===== config.mk =====
export PLATFORM = sky130hd
export DESIGN_NAME = io_regs_pwm_flat
export DESIGN_NICKNAME = d
export VERILOG_FILES = /design/src/rtl/io_pkg.sv /design/src/rtl/io_regs_pwm_if.sv /design/src/rtl/pwm_timebase.sv /design/src/rtl/io_regs_pwm.sv /design/src/flat_wrapper.sv
export SDC_FILE = /design/constraint.sdc
export NUM_CORES = 1
export LEC_CHECK = 0
export CORE_MARGIN = 5
export CORE_UTILIZATION = 45
export DETAILED_ROUTE_END_ITERATION = 8
export HOLD_SLACK_MARGIN = 0.06
export PLACE_DENSITY_LB_ADDON = 0.2
export SYNTH_ARGS = -nofsm -noshare
export SYNTH_HDL_FRONTEND = slang
export SYNTH_SLANG_ARGS = --single-unit

===== constraint.sdc =====
create_clock -name clk -period 1.8 [get_ports clk]
set_clock_uncertainty 0.1 [all_clocks]
set_input_delay 0.45 -clock clk [delete_from_list [all_inputs] [get_ports clk]]
set_output_delay 0.45 -clock clk [all_outputs]
set_load 0.02 [all_outputs]

===== src/rtl/io_pkg.sv =====
// Shared register map constants and helpers for the io_regs_pwm block.
package io_pkg;

  localparam int unsigned MODE_EN_BIT   = 0;
  localparam int unsigned MODE_DUTY_LSB = 8;
  localparam logic [5:0]  ID_WORD       = 6'd63;
  localparam logic [7:0]  ID_VERSION    = 8'h01;

  typedef struct packed {
    logic [7:0] duty;
    logic       pwm_en;
  } mode_t;

  function automatic logic [31:0] mode_to_word(input mode_t m);
    logic [31:0] w;
    w                         = '0;
    w[MODE_EN_BIT]            = m.pwm_en;
    w[MODE_DUTY_LSB +: 8]     = m.duty;
    return w;
  endfunction

  // Replaces only the bytes whose mask bit is set.
  function automatic logic [31:0] byte_merge(input logic [31:0] old_w,
                                             input logic [31:0] new_w,
                                             input logic [3:0]  mask);
    logic [31:0] w;
    w = old_w;
    for (int b = 0; b < 4; b++) begin
      if (mask[b]) w[b*8 +: 8] = new_w[b*8 +: 8];
    end
    return w;
  endfunction

endpackage


===== src/rtl/io_regs_pwm_if.sv =====
// Word-addressed register bus between the upstream decoder and io_regs_pwm.
interface io_regs_pwm_if;
  logic        sel;
  logic [5:0]  word_addr;
  logic        rstrb;
  logic [31:0] wdata;
  logic [3:0]  wmask;
  logic [31:0] rdata;
  logic        rbusy;

  modport master (output sel, word_addr, rstrb, wdata, wmask, input rdata, rbusy);
  modport slave  (input sel, word_addr, rstrb, wdata, wmask, output rdata, rbusy);
endinterface


===== src/rtl/pwm_timebase.sv =====
// Shared PWM timebase: prescaler of PWM_DIV clocks driving an 8-bit wrapping phase.
module pwm_timebase #(
  parameter int unsigned PWM_DIV = 16
) (
  input  logic       clk,
  input  logic       reset_n,
  output logic [7:0] phase
);

  localparam int unsigned PW = (PWM_DIV > 1) ? $clog2(PWM_DIV) : 1;

  logic [PW-1:0] presc_q, presc_d;
  logic [7:0]    phase_q, phase_d;

  always_comb begin
    presc_d = presc_q + PW'(1);
    phase_d = phase_q;
    if (presc_q == PW'(PWM_DIV - 1)) begin
      presc_d = '0;
      phase_d = phase_q + 8'd1;
    end
  end

  always_ff @(posedge clk) begin
    if (!reset_n) begin
      presc_q <= '0;
      phase_q <= '0;
    end else begin
      presc_q <= presc_d;
      phase_q <= phase_d;
    end
  end

  assign phase = phase_q;

endmodule


===== src/rtl/io_regs_pwm.sv =====
// Per-channel VALUE/MODE registers with read-back, driving static or PWM-gated pin outputs.
module io_regs_pwm
  import io_pkg::*;
#(
  parameter int unsigned             NUM_CH   = 4,
  parameter int unsigned             CH_W     = 8,
  parameter logic [NUM_CH*CH_W-1:0]  CH_RESET = '0,
  parameter int unsigned             PWM_DIV  = 16
) (
  input  logic                   clk,
  input  logic                   reset_n,
  io_regs_pwm_if.slave           bus,
  output logic [NUM_CH*CH_W-1:0] ch_out
);

  logic [CH_W-1:0]        value_q [NUM_CH];
  logic [CH_W-1:0]        value_d [NUM_CH];
  mode_t                  mode_q  [NUM_CH];
  mode_t                  mode_d  [NUM_CH];
  logic [31:0]            rdata_q, rdata_d;
  logic [NUM_CH*CH_W-1:0] ch_out_q, ch_out_d;
  logic [7:0]             phase;
  logic [31:0]            merged;

  logic [4:0] ch_idx;
  logic       is_mode;
  logic       rd_en;
  logic       wr_en;

  localparam logic [31:0] ID_VALUE = {ID_VERSION, 8'(NUM_CH), 8'(CH_W), 8'h00};

  assign ch_idx  = bus.word_addr[5:1];
  assign is_mode = bus.word_addr[0];
  assign rd_en   = bus.sel && bus.rstrb;
  assign wr_en   = bus.sel && (|bus.wmask);

  pwm_timebase #(.PWM_DIV(PWM_DIV)) u_timebase (
    .clk     (clk),
    .reset_n (reset_n),
    .phase   (phase)
  );

  always_comb begin
    // NOTE: every variable gets a default first so no path leaves it unassigned (no latches).
    value_d = value_q;
    mode_d  = mode_q;
    rdata_d = rdata_q;
    merged  = '0;

    // Reads sample the _q state, so a same-cycle write returns the old value.
    if (rd_en) begin
      rdata_d = (bus.word_addr == ID_WORD) ? ID_VALUE : '0;
      for (int k = 0; k < NUM_CH; k++) begin
        if (ch_idx == 5'(k)) rdata_d = is_mode ? mode_to_word(mode_q[k]) : 32'(value_q[k]);
      end
    end

    if (wr_en) begin
      for (int k = 0; k < NUM_CH; k++) begin
        if (ch_idx == 5'(k)) begin
          if (is_mode) begin
            merged           = byte_merge(mode_to_word(mode_q[k]), bus.wdata, bus.wmask);
            mode_d[k].pwm_en = merged[MODE_EN_BIT];
            mode_d[k].duty   = merged[MODE_DUTY_LSB +: 8];
          end else begin
            merged     = byte_merge(32'(value_q[k]), bus.wdata, bus.wmask);
            value_d[k] = merged[CH_W-1:0];
          end
        end
      end
    end
  end

  for (genvar k = 0; k < NUM_CH; k++) begin : g_ch
    assign ch_out_d[k*CH_W +: CH_W] =
      (!mode_q[k].pwm_en || (phase < mode_q[k].duty)) ? value_q[k] : '0;
  end

  always_ff @(posedge clk) begin
    if (!reset_n) begin
      // NOTE: the register file is a handful of flops, not a RAM, so every entry is reset.
      for (int k = 0; k < NUM_CH; k++) begin
        value_q[k] <= CH_RESET[k*CH_W +: CH_W];
        mode_q[k]  <= '0;
      end
      rdata_q  <= '0;
      ch_out_q <= CH_RESET;
    end else begin
      // NOTE: non-blocking assignments so all flops update from pre-edge values.
      value_q  <= value_d;
      mode_q   <= mode_d;
      rdata_q  <= rdata_d;
      ch_out_q <= ch_out_d;
    end
  end

  assign bus.rdata = rdata_q;
  assign bus.rbusy = 1'b0;
  assign ch_out    = ch_out_q;

endmodule


===== src/flat_wrapper.sv =====
// flat-port wrapper written by rule: the top's interface ports become plain ports
module io_regs_pwm_flat import io_pkg::*;
#(
  parameter int unsigned             NUM_CH   = 4,
  parameter int unsigned             CH_W     = 8,
  parameter logic [NUM_CH*CH_W-1:0]  CH_RESET = '0,
  parameter int unsigned             PWM_DIV  = 16
)
  (clk, reset_n, ch_out, bus_sel, bus_word_addr, bus_rstrb, bus_wdata, bus_wmask, bus_rdata, bus_rbusy);
  io_regs_pwm_if bus_i ();
  input  logic clk;
  input  logic reset_n;
  output logic [NUM_CH*CH_W-1:0] ch_out;
  input wire logic [$bits(bus_i.sel)-1:0] bus_sel;
  input wire logic [$bits(bus_i.word_addr)-1:0] bus_word_addr;
  input wire logic [$bits(bus_i.rstrb)-1:0] bus_rstrb;
  input wire logic [$bits(bus_i.wdata)-1:0] bus_wdata;
  input wire logic [$bits(bus_i.wmask)-1:0] bus_wmask;
  output wire logic [$bits(bus_i.rdata)-1:0] bus_rdata;
  output wire logic [$bits(bus_i.rbusy)-1:0] bus_rbusy;
  assign bus_i.sel = bus_sel;
  assign bus_i.word_addr = bus_word_addr;
  assign bus_i.rstrb = bus_rstrb;
  assign bus_i.wdata = bus_wdata;
  assign bus_i.wmask = bus_wmask;
  assign bus_rdata = bus_i.rdata;
  assign bus_rbusy = bus_i.rbusy;
  io_regs_pwm #(.NUM_CH(NUM_CH), .CH_W(CH_W), .CH_RESET(CH_RESET), .PWM_DIV(PWM_DIV)) u_core (.clk(clk), .reset_n(reset_n), .bus(bus_i), .ch_out(ch_out));
endmodule

**Word level (Yosys, flattened, before mapping)**

Cells that the tools add are included.

- Flip-flop bits (word level): 144
- Bits of input ports: 46
- Output and inout port bits: 65
- Word-level logic and storage cells: 70

- $add $sub $neg: 2
- Magnitude comparators: 4
- Equal/unequal tests: 5
- Multiplexer cells: 9
- Bitwise gates (word level): 2
- Reduce and logical (&&, ||, !) cells: 29

Operator list:

| operator | count |
|---|---|
| $mux 32 | 4 |
| $mux 16 | 4 |
| $reduce_and 4->1 | 12 |
| $lt 8x8->1 | 4 |
| $mux 25 | 1 |
| $eq 5x2->1 const B | 2 |
| $add 8x1->8 const B | 1 |
| $reduce_and 2->1 | 4 |
| $eq 6x6->1 const B | 1 |
| $eq 5x1->1 const B | 1 |
| $logic_not 5->1 | 1 |
| $add 4x1->4 const B | 1 |
| $eq 4x4->1 const B | 1 |
| $logic_not 1->1 | 4 |
| $logic_or 1x1->1 | 4 |
| $reduce_or 4->1 | 1 |
| $logic_and 1x1->1 | 2 |
| $not 1->1 | 2 |
| $reduce_or 2->1 | 1 |

**Longest topological paths before layout**

- Word-level depth: 6
- Depth in mapped cells: 6
- Mapped depth without buffers: 5

**Cells and area by module**

Synthesis repeated with hierarchy kept, for this count alone.

- Cell total of the unflattened synthesis: 662
- Area total of the unflattened synthesis: 5923.2 um^2

Modules (own cells, without submodules):

| module | instances | cells an instance | area each (um^2) | sequential area each (um^2) |
|---|---|---|---|---|
| io_regs_pwm | 1 | 608 | 5415.2 | 2342.2 |
| pwm_timebase | 1 | 54 | 508.0 | 240.2 |

**Worst setup path before layout**

OpenSTA, ideal clock, no wires.

- Path kind: in2reg
- Start point: in bus_word_addr[1]
- End point: reg u_core.mode_q[10] (netlist name)
- Setup time: 0.132 ns
- Arrival time: 1.626 ns
- Data required time: 1.568 ns
- Setup slack: -0.058 ns
- Stages on the path: 6
- Path buffers: 3
- Cell sequence: buf_2 or4_4 buf_6 buf_6 o31ai_1 a21oi_1

- Cells in the longest elaborated chain, start to end: 2

Ends and longest elaborated chain:

| what | line | RTL |
|---|---|---|
| from (decl) | flat_wrapper.sv:15 | `input wire logic [$bits(bus_i.word_addr)-1:0] bus_word_addr;` |
| $eq 5x2->1 | io_regs_pwm.sv:60 | `if (ch_idx == 5'(k)) begin` |
| $reduce_and 4->1 (no source line) | n/a |  |
| to (signal assigned) | io_regs_pwm.sv:91 | `mode_q <= mode_d;` |
| to (decl) | io_regs_pwm.sv:18 | `mode_t mode_q [NUM_CH];` |

No other way between the ends.
A chain may end at the register's enable or synchronous reset.

**Final worst setup path**

- Start point: reg u_core.mode_q[20] (netlist name)
- End point: reg u_core.ch_out_q[10] (netlist: u_core.ch_out[10])

- Cells in the longest elaborated chain, start to end: 3

Ends and longest elaborated chain:

| what | line | RTL |
|---|---|---|
| $lt 8x8->1 | io_regs_pwm.sv:76 | `(!mode_q[k].pwm_en \|\| (phase < mode_q[k].duty)) ? value_q[k] : '0;` |
| $logic_or 1x1->1 | io_regs_pwm.sv:76 |  |
| $reduce_and 2->1 (no source line) | n/a |  |
| to (signal assigned) | io_regs_pwm.sv:93 | `ch_out_q <= ch_out_d;` |
| to (decl) | io_regs_pwm.sv:21 | `logic [NUM_CH*CH_W-1:0] ch_out_q, ch_out_d;` |

No other way between the ends.

==> impl_metrics.json <==
{
  "seq_area_frac_synth_pct": 41.0,
  "drc": 0,
  "initial_core_util_pct": 45.5,
  "root_buffer": "clkbuf_16",
  "grt_pass1_wl_mm": 29.0,
  "wl_met3_mm": 1.50,
  "antenna_found_initial": 0,
  "cts_tree": "built",
  "synth_flop_cell": "dfxtp_1",
  "nFillCells": 1184,
  "grt_pass1_vias": 5385,
  "fp.dieH_um": 128,
  "core_um2": 13800,
  "syn_inst": 684,
  "netlist_area_um2": 6300,
  "clock-sinks": 129,
  "fin_crit_sh_pct": 96.7,
  "crit_fanout": 8,
  "cts_hold_buf": 0,
  "n_antenna_cell": 0,
  "place.gp.congestion": 0.860,
  "p_leak_uw": 0.00317,
  "cp-end-kind": "flip-flop",
  "holdWs_ns": 0.326,
  "finalHoldViolations": 0,
  "async_reset_ff_share_pct": 0,
  "crit_required_ns": 2.02,
  "fin_crit_ns": 1.74,
  "worstHoldStart": "reset_n",
  "route.met2.wl_mm": 8.46,
  "cp-start-kind": "flip-flop",
  "pin_count": 111,
  "grt_usage_pct": 22.6,
  "status": "completed",
  "die_x_um": 128,
  "grt-ovfl-total": 0,
  "routed_wl_mm": 18.5,
  "seq_area_um2": 2590,
  "routed_via_density": 5.75,
  "yosys_warnings": 0,
  "setup_viol": 0,
  "drt-initial-drc-count": 495,
  "fmax_mhz": 575,
  "dr.pass1.iters": 5,
  "hp-class": "input port to flip-flop",
  "grt_max_degree": 37,
  "cts_buffers": 17,
  "final_core_util_pct": 59.0,
  "worst_ep_arrival_time_ns": 1.96,
  "avgRoutedWirePerCell_um": 18.8,
  "synthToLayoutAreaGrowth_pct": 29.6,
  "multiInputGateArea_um2": 3240,
  "powerDensity_nw_per_um2": 811,
  "crit_start": "u_core.mode_q[20]",
  "die-area_um2": 16500,
  "r2r-start": "u_core.mode_q[20]",
  "drive_above_1_share_pct": 16.9,
  "drv_slew": 0,
  "ant_nets": 0,
  "final_net_count": 868,
  "path_clk_slew_ns": 0.06,
  "worst_ir_drop_vdd_v": 0.000472,
  "place_hpwl_mm": 13.9,
  "h-tree-depth": 4,
  "total_power_uw": 6620,
  "port_buffers": 77,
  "wl_met1_mm": 8.22,
  "avgSynthCellArea_um2": 9.21,
  "crit_type": "flip-flop to flip-flop",
  "tns_ns": 0,
  "dr.max_layer_used": "met4",
  "drv_cap": 0,
  "rsz0062_at_grt": "yes",
  "ys_ff_latch": 129,
  "vias": 5667,
  "rows": 43,
  "cts.path.max_buffers": 2,
  "synth_edf_count": 0,
  "worstSkewPairLatency_ns": 0.43,
  "synth.distinct_cells": 46
}
worst paths after layout:
path / slack [ns] / cells past startpoint / endpoint
max reg2reg: 0.06 / 4 / u_core.ch_out[10]
min: 0.33 / 3 / u_core.u_timebase.phase[4]
min reg2reg: 0.35 / 2 / u_core.bus.rdata[15]
max: 0.06 / 4 / u_core.ch_out[10]
kinds of logic after synthesis:
family / synth area share [%]
compound gates: 16.6
xor+xnor: 0.417
fa+ha+maj: 5.96
buf+inv: 9.42
flops: 41.0
mux: 11.6
other cells: 0.0595
simple gates: 14.9
cell usage in the layout, fill, tap and decap left out, types with 8 or more instances in the layout:
master           netlist  layout
buf_4                 16      55
o31ai_1               37      36
clkdlybuf4s50_1        0      21
inv_1                 68      68
buf_12                 0       8
dfxtp_1              129     124
nand3_1               14      14
mux4_2                16      16
nand2_1               72      72
a311oi_1              32      27
clkbuf_16              0      17
conb_1                 1      15
ha_1                  30      29
a21oi_1               63      63
nand2b_1               9       8
mux2i_1               35      35
nand4_1               52      52
dlygate4sd2_1          0      54
where the power goes:
part | leakage, µW | switching, µW | total [µW] | internal, µW
Combinational | 0.00186 | 291 | 467 | 176
Sequential | 0.00104 | 10.6 | 2870 | 2860
Clock | 0.000266 | 1330 | 3280 | 1950
Total | 0.00317 | 1630 | 6620 | 4990
what timing repair did:
action,4_1_cts,5_1_grt
setup endpoints to repair,109,40
setup buffers,0,0
cloned,0,0
pin swaps,2,3
endpoints found under the hold margin,0,0
resized for setup,59,14
per-layer routing:
metal	track usage (%)	vias up
li1	-	2693
met1	31.4	2696
met2	34.2	247
met3	5.21	31
met4	8.11	0
met5	0	-
synth_stat cells, types with 2 or more instances:
cell type | instances | area [µm²]
nand2_1 | 72 | 270
and2_1 | 2 | 12.5
o21ai_0 | 7 | 35.0
ha_1 | 30 | 375
clkbuf_1 | 31 | 116
mux4_2 | 16 | 360
o221ai_1 | 4 | 35.0
mux2_2 | 2 | 22.5
o31ai_1 | 37 | 278
a2111o_1 | 4 | 45.0
nand2b_1 | 9 | 56.3
buf_4 | 16 | 120
buf_6 | 2 | 22.5
inv_1 | 68 | 255
dfxtp_1 | 129 | 2580
xnor2_1 | 3 | 26.3
buf_2 | 9 | 45.0
and3_1 | 4 | 25.0
a311oi_1 | 32 | 280
clkinv_1 | 2 | 7.51
nand3_1 | 14 | 70.1
nand4_1 | 52 | 325
or3_1 | 3 | 18.8
a21oi_1 | 63 | 315
mux2i_1 | 35 | 350
or4_1 | 3 | 22.5
nor2_1 | 8 | 30.0
nor3_1 | 2 | 10.0
buf_1 | 7 | 26.3
nor3_4 | 2 | 32.5
worst max-delay path: stages (launching register included):
cell	delay [ns]
dfxtp_1	0.37
inv_1	0.06
ha_1	0.27
a2111o_1	0.52
a311oi_1	0.32
through the flow:
step                      instances  setup WS (ns)  instance area, µm²
after floorplan                 698        -0.0262                6360
after global placement          953         -0.464                7590
after detailed placement        953         -0.502                7590
after CTS                       985        0.00921                8100
after global routing            985        -0.0381                8160
final                           985         0.0602                8160
state kept, by name, indices dropped and copies added, names as in the netlist:
signal	cells
u_core.mode_q	36
u_core.u_timebase.presc_q	4
u_core.bus.rdata	17
u_core.u_timebase.phase	8
u_core.value_q	32
u_core.ch_out	32
area by class of cell:
type                       instances  area share (%)
tap                              180            2.76
sequential                       129            31.8
clock inverter                    14            1.59
clock buffer                      18            5.38
inverter                          70            3.22
timing repair buffer             140            15.6
multi-input combinational        434            39.7
No activity file was read; power rests on OpenSTA's default activity.
